===== src/rtl/jamma_pkg.sv =====
// Shared defaults and FSM encoding for the capture/display SRAM arbiter.
package jamma_pkg;

  localparam int ADDR_W_DEF      = 16;
  localparam int DATA_W_DEF      = 8;
  localparam int WFIFO_DEPTH_DEF = 4;
  localparam int MAX_RD_RUN_DEF  = 3;

  typedef enum logic [2:0] {
    IDLE = 3'd0,
    RD1  = 3'd1,
    RD2  = 3'd2,
    WR1  = 3'd3,
    WR2  = 3'd4,
    WR3  = 3'd5
  } arb_state_e;

endpackage


===== src/rtl/sram_wr_fifo.sv =====
// Synchronous write buffer for capture bytes; exposes occupancy so the arbiter derives full/empty.
module sram_wr_fifo #(
  parameter int WIDTH = 24,
  parameter int DEPTH = 4,
  localparam int AW   = $clog2(DEPTH)
) (
  input  logic             clk,
  input  logic             reset,
  input  logic             push_i,
  input  logic             pop_i,
  input  logic [WIDTH-1:0] wdata_i,
  output logic [WIDTH-1:0] rdata_o,
  output logic [AW:0]      count_o
);

  logic [WIDTH-1:0] mem_q [DEPTH];
  logic [AW-1:0]    wr_ptr_q, rd_ptr_q;
  logic [AW:0]      count_q;
  logic             full, empty, push_ok, pop_ok;

  assign full    = (count_q == (AW+1)'(DEPTH));
  assign empty   = (count_q == '0);
  // A push into a full buffer is still taken when the head leaves on the same edge.
  assign push_ok = push_i & (~full | pop_i);
  assign pop_ok  = pop_i & ~empty;

  // NOTE: sequential state uses non-blocking assignments so every flop samples pre-edge values.
  always_ff @(posedge clk) begin
    if (reset) begin
      wr_ptr_q <= '0;
      rd_ptr_q <= '0;
      count_q  <= '0;
    end else begin
      if (push_ok) wr_ptr_q <= wr_ptr_q + AW'(1);
      if (pop_ok)  rd_ptr_q <= rd_ptr_q + AW'(1);
      case ({push_ok, pop_ok})
        2'b10:   count_q <= count_q + (AW+1)'(1);
        2'b01:   count_q <= count_q - (AW+1)'(1);
        default: count_q <= count_q;
      endcase
    end
  end

  // NOTE: storage is deliberately not reset; pointers and count alone define validity.
  always_ff @(posedge clk) begin
    if (push_ok) mem_q[wr_ptr_q] <= wdata_i;
  end

  assign rdata_o = mem_q[rd_ptr_q];
  assign count_o = count_q;

endmodule


===== src/rtl/sram_arbiter.sv =====
// Arbitrates one async SRAM between a buffered capture writer and a single-slot display reader.
module sram_arbiter
  import jamma_pkg::*;
#(
  parameter int ADDR_W      = ADDR_W_DEF,
  parameter int DATA_W      = DATA_W_DEF,
  parameter int WFIFO_DEPTH = WFIFO_DEPTH_DEF,
  parameter int MAX_RD_RUN  = MAX_RD_RUN_DEF
) (
  input  logic              clk,
  input  logic              reset,
  input  logic              wr_req,
  input  logic [ADDR_W-1:0] wr_addr,
  input  logic [DATA_W-1:0] wr_data,
  output logic              wr_full,
  input  logic              rd_req,
  input  logic [ADDR_W-1:0] rd_addr,
  output logic              rd_valid,
  output logic [DATA_W-1:0] rd_data,
  output logic [1:0]        overrun,
  output logic [ADDR_W-1:0] aMem,
  output logic [DATA_W-1:0] dMem_o,
  input  logic [DATA_W-1:0] dMem_i,
  output logic              dMem_oe,
  output logic              nCs,
  output logic              nOe,
  output logic              nWe
);

  localparam int CNT_W = $clog2(WFIFO_DEPTH) + 1;
  localparam int RUN_W = $clog2(MAX_RD_RUN + 1);

  arb_state_e        state_q, state_d;
  logic              slot_valid_q, slot_valid_d;
  logic [ADDR_W-1:0] slot_addr_q, slot_addr_d;
  logic [RUN_W-1:0]  run_q, run_d;
  logic [ADDR_W-1:0] amem_q, amem_d;
  logic [DATA_W-1:0] dmem_q, dmem_d;
  logic [1:0]        overrun_q, overrun_d;
  logic              rd_valid_q;
  logic [DATA_W-1:0] rd_data_q;

  logic [CNT_W-1:0]  fifo_count;
  logic [ADDR_W-1:0] head_addr;
  logic [DATA_W-1:0] head_data;
  logic              fifo_empty, fifo_pop;
  logic              rd_pending, grant_rd, grant_wr;
  logic [ADDR_W-1:0] rd_pend_addr;

  sram_wr_fifo #(
    .WIDTH (ADDR_W + DATA_W),
    .DEPTH (WFIFO_DEPTH)
  ) u_wr_fifo (
    .clk     (clk),
    .reset   (reset),
    .push_i  (wr_req),
    .pop_i   (fifo_pop),
    .wdata_i ({wr_addr, wr_data}),
    .rdata_o ({head_addr, head_data}),
    .count_o (fifo_count)
  );

  assign fifo_empty = (fifo_count == '0);
  assign wr_full    = (fifo_count == CNT_W'(WFIFO_DEPTH));
  assign fifo_pop   = (state_q == WR3);

  // A fresh rd_req in IDLE bypasses the slot so the access starts on the next edge.
  assign rd_pending   = slot_valid_q | rd_req;
  assign rd_pend_addr = slot_valid_q ? slot_addr_q : rd_addr;
  assign grant_rd     = (state_q == IDLE) & rd_pending &
                        (fifo_empty | (run_q < RUN_W'(MAX_RD_RUN)));
  assign grant_wr     = (state_q == IDLE) & ~grant_rd & ~fifo_empty;

  // NOTE: every always_comb output gets a default first so no latch is inferred.
  always_comb begin
    state_d      = state_q;
    slot_valid_d = slot_valid_q;
    slot_addr_d  = slot_addr_q;
    run_d        = run_q;
    amem_d       = amem_q;
    dmem_d       = dmem_q;
    overrun_d    = overrun_q;

    unique case (state_q)
      IDLE:    if (grant_rd) state_d = RD1; else if (grant_wr) state_d = WR1;
      RD1:     state_d = RD2;
      RD2:     state_d = IDLE;
      WR1:     state_d = WR2;
      WR2:     state_d = WR3;
      WR3:     state_d = IDLE;
      default: state_d = IDLE;
    endcase

    if (grant_rd) begin
      amem_d       = rd_pend_addr;
      slot_valid_d = 1'b0;
    end else if (grant_wr) begin
      amem_d = head_addr;
      dmem_d = head_data;
    end

    // Slot is free unless it holds a request whose access has not been granted yet.
    if (rd_req && !(grant_rd && !slot_valid_q)) begin
      if (!slot_valid_q || grant_rd) begin
        slot_valid_d = 1'b1;
        slot_addr_d  = rd_addr;
      end else begin
        overrun_d[1] = 1'b1;
      end
    end

    if (wr_req && wr_full && !fifo_pop) overrun_d[0] = 1'b1;

    if (fifo_empty)    run_d = '0;
    else if (grant_rd) run_d = run_q + RUN_W'(1);
    else if (grant_wr) run_d = '0;
  end

  always_ff @(posedge clk) begin
    if (reset) begin
      state_q      <= IDLE;
      slot_valid_q <= 1'b0;
      slot_addr_q  <= '0;
      run_q        <= '0;
      amem_q       <= '0;
      dmem_q       <= '0;
      overrun_q    <= '0;
      rd_valid_q   <= 1'b0;
      rd_data_q    <= '0;
    end else begin
      state_q      <= state_d;
      slot_valid_q <= slot_valid_d;
      slot_addr_q  <= slot_addr_d;
      run_q        <= run_d;
      amem_q       <= amem_d;
      dmem_q       <= dmem_d;
      overrun_q    <= overrun_d;
      rd_valid_q   <= (state_q == RD2);
      if (state_q == RD2) rd_data_q <= dMem_i;
    end
  end

  assign nCs      = (state_q == IDLE);
  assign nOe      = ~((state_q == RD1) | (state_q == RD2));
  assign nWe      = (state_q != WR2);
  assign dMem_oe  = (state_q == WR1) | (state_q == WR2) | (state_q == WR3);
  assign aMem     = amem_q;
  assign dMem_o   = dmem_q;
  assign rd_valid = rd_valid_q;
  assign rd_data  = rd_data_q;
  assign overrun  = overrun_q;

endmodule

===== config.mk =====
export PLATFORM = sky130hd
export DESIGN_NAME = sram_arbiter
export DESIGN_NICKNAME = d
export VERILOG_FILES = /design/src/rtl/jamma_pkg.sv /design/src/rtl/sram_wr_fifo.sv /design/src/rtl/sram_arbiter.sv
export SDC_FILE = /design/constraint.sdc
export NUM_CORES = 1
export LEC_CHECK = 0
export ABC_CLOCK_PERIOD_IN_PS = 2200
export CORE_ASPECT_RATIO = 1.1
export CORE_UTILIZATION = 49
export CTS_CLUSTER_DIAMETER = 50
export DETAILED_ROUTE_END_ITERATION = 7
export PLACE_DENSITY = 0.78
export SLEW_MARGIN = 10
export SYNTH_ARGS = -nofsm -noshare
export SYNTH_HDL_FRONTEND = slang
export SYNTH_SLANG_ARGS = --single-unit

===== constraint.sdc =====
create_clock -name clk -period 2.2 [get_ports clk]
set_input_delay 0.44 -clock clk [delete_from_list [all_inputs] [get_ports clk]]
set_output_delay 0.44 -clock clk [all_outputs]
set_load 0.01 [all_outputs]

==> results.tsv <==
stage	metric	value	unit
outcome	status	complete, but fails checks	
outcome	failing checks	DRC	
floorplanning	initial core utilization	50.5	%
routing	ANT nets after route	0	
clock_network	clk root buf	clkbuf_16	
logic_synthesis	Post-synth ARST share	0	%
grt	GRT Util Overall	18.9	%
logic_synthesis	Post-Syn Area	6410	um^2
place	IO buf count	91	
sta	final max-slew violation count	0	
floorplanning	IO Pins	92	
clock_network	CTS tree	yes	
clock_network	cts hold-fix bufs	0	
sta	slew margin rel.	40.2	%
worst_setup_path	CP bufs+invs	2	
finish	share of layout cells above drive strength 1	19.2	%
logic_synthesis	Seq/Total Area, Yosys	65.6	%
sta	Tightest Pin Transition	893	ps
logic_synthesis	synthesized area per cell	15.4	um^2
worst_setup_path	Worst EP required	1760	ps
logic_synthesis	Post-Syn Instances	417	
grt	met3 Use GR	5.02	%
clock_network	clk_lat worst skew	420	ps
sta	RSZ-0062 raised after global routing	false	
place	post-detail-place hpwl	8050	um
grt	most used routing layer	met2	
routing	final WL	12100	um
clock_network	number of setup buffers added after CTS	0	
routing	1st-iter DRT viols	199	
sta	Setup WS post-layout	77.4	ps
floorplanning	# rows	43	
finish	Post-layout nets	588	
worst_setup_path	max incr delay on CP	490	ps
grt	M1 GR Usage	22.7	%
routing	Residual DRC	15	
sta	Final setup viols	0	
sta	Tmin final	2120	ps
finish	final instance area	8270	um^2
worst_setup_path	Arr. time, crit path	1680	ps
routing	Vias	3770	
routing	Via density	5.39	
place	pre-CTS WS	-180	ps
finish	fillers	896	
finish	Final Util	65.1	%
sta	Final Cycle Share	96.5	%
grt	vias in the first global route	3787	
worst_setup_path	Slowest cell on crit path	or3_2	
worst_setup_path	crit path kind	flip-flop to primary output	
logic_synthesis	Ys Warns	0	
logic_synthesis	Post-synth EDFFs	96	
routing	first-pass iteration count of the detailed router	7	
worst_setup_path	crit-path cells	inv_1 -> or3_2 -> dlygate4sd2_1	
sta	upper clock frequency limit	0.471	GHz
clock_network	CTS HTree Levels	4	
finish	Synth-to-Final Area Change	29.0	%
power_and_ir_drop	pwr dens	1040	nW/um^2
grt	GR Layer Usage met2	32.9	%
logic_synthesis	syn_nets	476	
power_and_ir_drop	Final Total Pwr	0.00856	W
flow_run	max-cap violations	0	
hold_path	Hold Path Class	flip-flop to flip-flop	
clock_network	maximum root-to-sink buffer count	2	
worst_setup_path	CP Launch Type	flip-flop	
logic_synthesis	#FFs+latches synth	162	
power_and_ir_drop	Peak VDD IR	0.564	mV
clock_network	Worst-path clk slew	60	ps
floorplanning	Die Wd	111	um
grt	first-pass GRT wire length	19100	um
worst_setup_path	Setup crit end kind	primary output	
sta	Clock Skew	7.87	ps
worst_setup_path	CP delay by family, top	simple AND/OR/NAND/NOR gates	
sta	Hold Vio Cnt, Final	0	
clock_network	total clock sinks	162	
worst_setup_path	critical path fanouts, max	7	
finish	# diodes	0	
floorplanning	Die Area	13500	um^2
floorplanning	Core Area	12700	um^2
place	Area after DPL	7640	um^2
sta	WHS	472	ps
routing	Routed WL per cell	17.3	um
grt	initial antenna violation count	0	
clock_network	CTS buffer count	17	
logic_synthesis	ys flop type	edfxtp_1	
grt	grt ovf	0	
floorplanning	die height	122	um
power_and_ir_drop	Static Leak	3.01	nW
logic_synthesis	Unique masters post-synth	49	
place	GPL Wtd Cong	0.795	
grt	pin count of the biggest net entering global routing	52	
cell usage in the layout, fill, tap and decap left out, types with 6 or more instances in the layout:
| master | instances |
|---|---|
| a32o_1 | 14 |
| buf_12 | 6 |
| buf_4 | 19 |
| clkbuf_16 | 20 |
| clkdlybuf4s50_1 | 88 |
| dfxtp_1 | 62 |
| edfxtp_1 | 96 |
| ha_1 | 6 |
| inv_1 | 8 |
| mux2i_1 | 52 |
| mux4_2 | 24 |
| nand2_1 | 16 |
| nor2_1 | 47 |
| or2_2 | 8 |
layout make-up:
type | instances | area (um^2) | share of cell area (%)
sequential | 162 | 4210 | 50.9
multi-input combinational | 224 | 2040 | 24.7
timing repair buffer | 116 | 1170 | 14.1
clock buffer | 24 | 536 | 6.48
tap | 157 | 196 | 2.38
clock inverter | 8 | 91.3 | 1.10
inverter | 8 | 30.0 | 0.363
cell usage after synthesis (all sizes together) (3+ instances only):
master,instances,area (um^2)
or2,13,81.3
nor3,4,36.3
clkbuf,8,30.0
nand2,16,60.1
a21oi,6,30.0
a21o,3,22.5
buf,15,121
o21ai,3,15.0
a32o,14,140
edfxtp,96,2880
and2,4,25.0
mux4,24,541
xor2,4,35.0
inv,8,30.0
ha,6,75.1
or3,5,37.5
nor2,47,176
mux2i,52,521
dfxtp,66,1320
logic make-up after synthesis:
family	count (synthesis)	synth area share (%)
AND/OR/NAND/NOR	99	7.69
XOR/XNOR	6	0.820
multiplexers	76	16.6
buffers and inverters	31	2.83
AO/OA/AOI/OAI	36	5.04
flip-flops	162	65.6
adder cells (fa/ha/maj)	7	1.48
per-layer routing:
metal / vias up / wire, um
met5: - / 0
met4: 0 / 150
met3: 11 / 479
met2: 78 / 6270
met1: 1886 / 5210
li1: 1795 / -
flip-flops by register name (all words and copies together), names as in the netlist, named ones only:
register,count
aMem,16
dMem_o,8
overrun,2
rd_data,8
rd_valid,1
run_q,2
slot_addr_q,16
slot_valid_q,1
state_q,3
u_wr_fifo.count_o,3
u_wr_fifo.mem_q,96
u_wr_fifo.rd_ptr_q,2
u_wr_fifo.wr_ptr_q,2
through the flow:
stage | TNS (ps) | std cells
floorplan | 0 | 417
global placement | -245 | 667
detailed placement | -782 | 667
CTS | 0 | 699
global route | 0 | 699
finish | 0 | 699
report_power, final:
group / switching (W) / total [W] / internal, W
logic: 0.000839 / 0.00180 / 0.000957
clock network: 0.00111 / 0.00304 / 0.00193
registers: 0.000176 / 0.00372 / 0.00355
path summary, 6_finish.rpt:
| kind | startpoint | endpoint | slack (ps) | depth (start not counted) |
|---|---|---|---|---|
| worst max-delay path | state_q[2]$_SDFFE_PP0P_ | nWe | 80 | 3 |
| worst min-delay path | overrun[1]$_SDFFE_PP0P_ | overrun[1]$_SDFFE_PP0P_ | 470 | 2 |
| worst max register to register | state_q[0]$_SDFFE_PP0P_ | aMem[11]$_SDFFE_PP0P_ | 90 | 5 |
| worst min register to register | overrun[1]$_SDFFE_PP0P_ | overrun[1]$_SDFFE_PP0P_ | 470 | 2 |
tightest hold or removal path, delay by kind of cell (launching register included):
| family | cells | cell delay [ps] |
|---|---|---|
| AND/OR/NAND/NOR | 1 | 70 |
| AO/OA/AOI/OAI | 1 | 40 |
| flip-flops | 1 | 330 |
what timing repair did:
item                                    in CTS  in global routing
endpoints found under the setup margin       2                  1
hold endpoints to repair                     0                  0
gates resized for setup                      3                  4
pin swaps                                    0                  1
gates cloned                                 0                  0
Power figures use the tool's default switching activity.
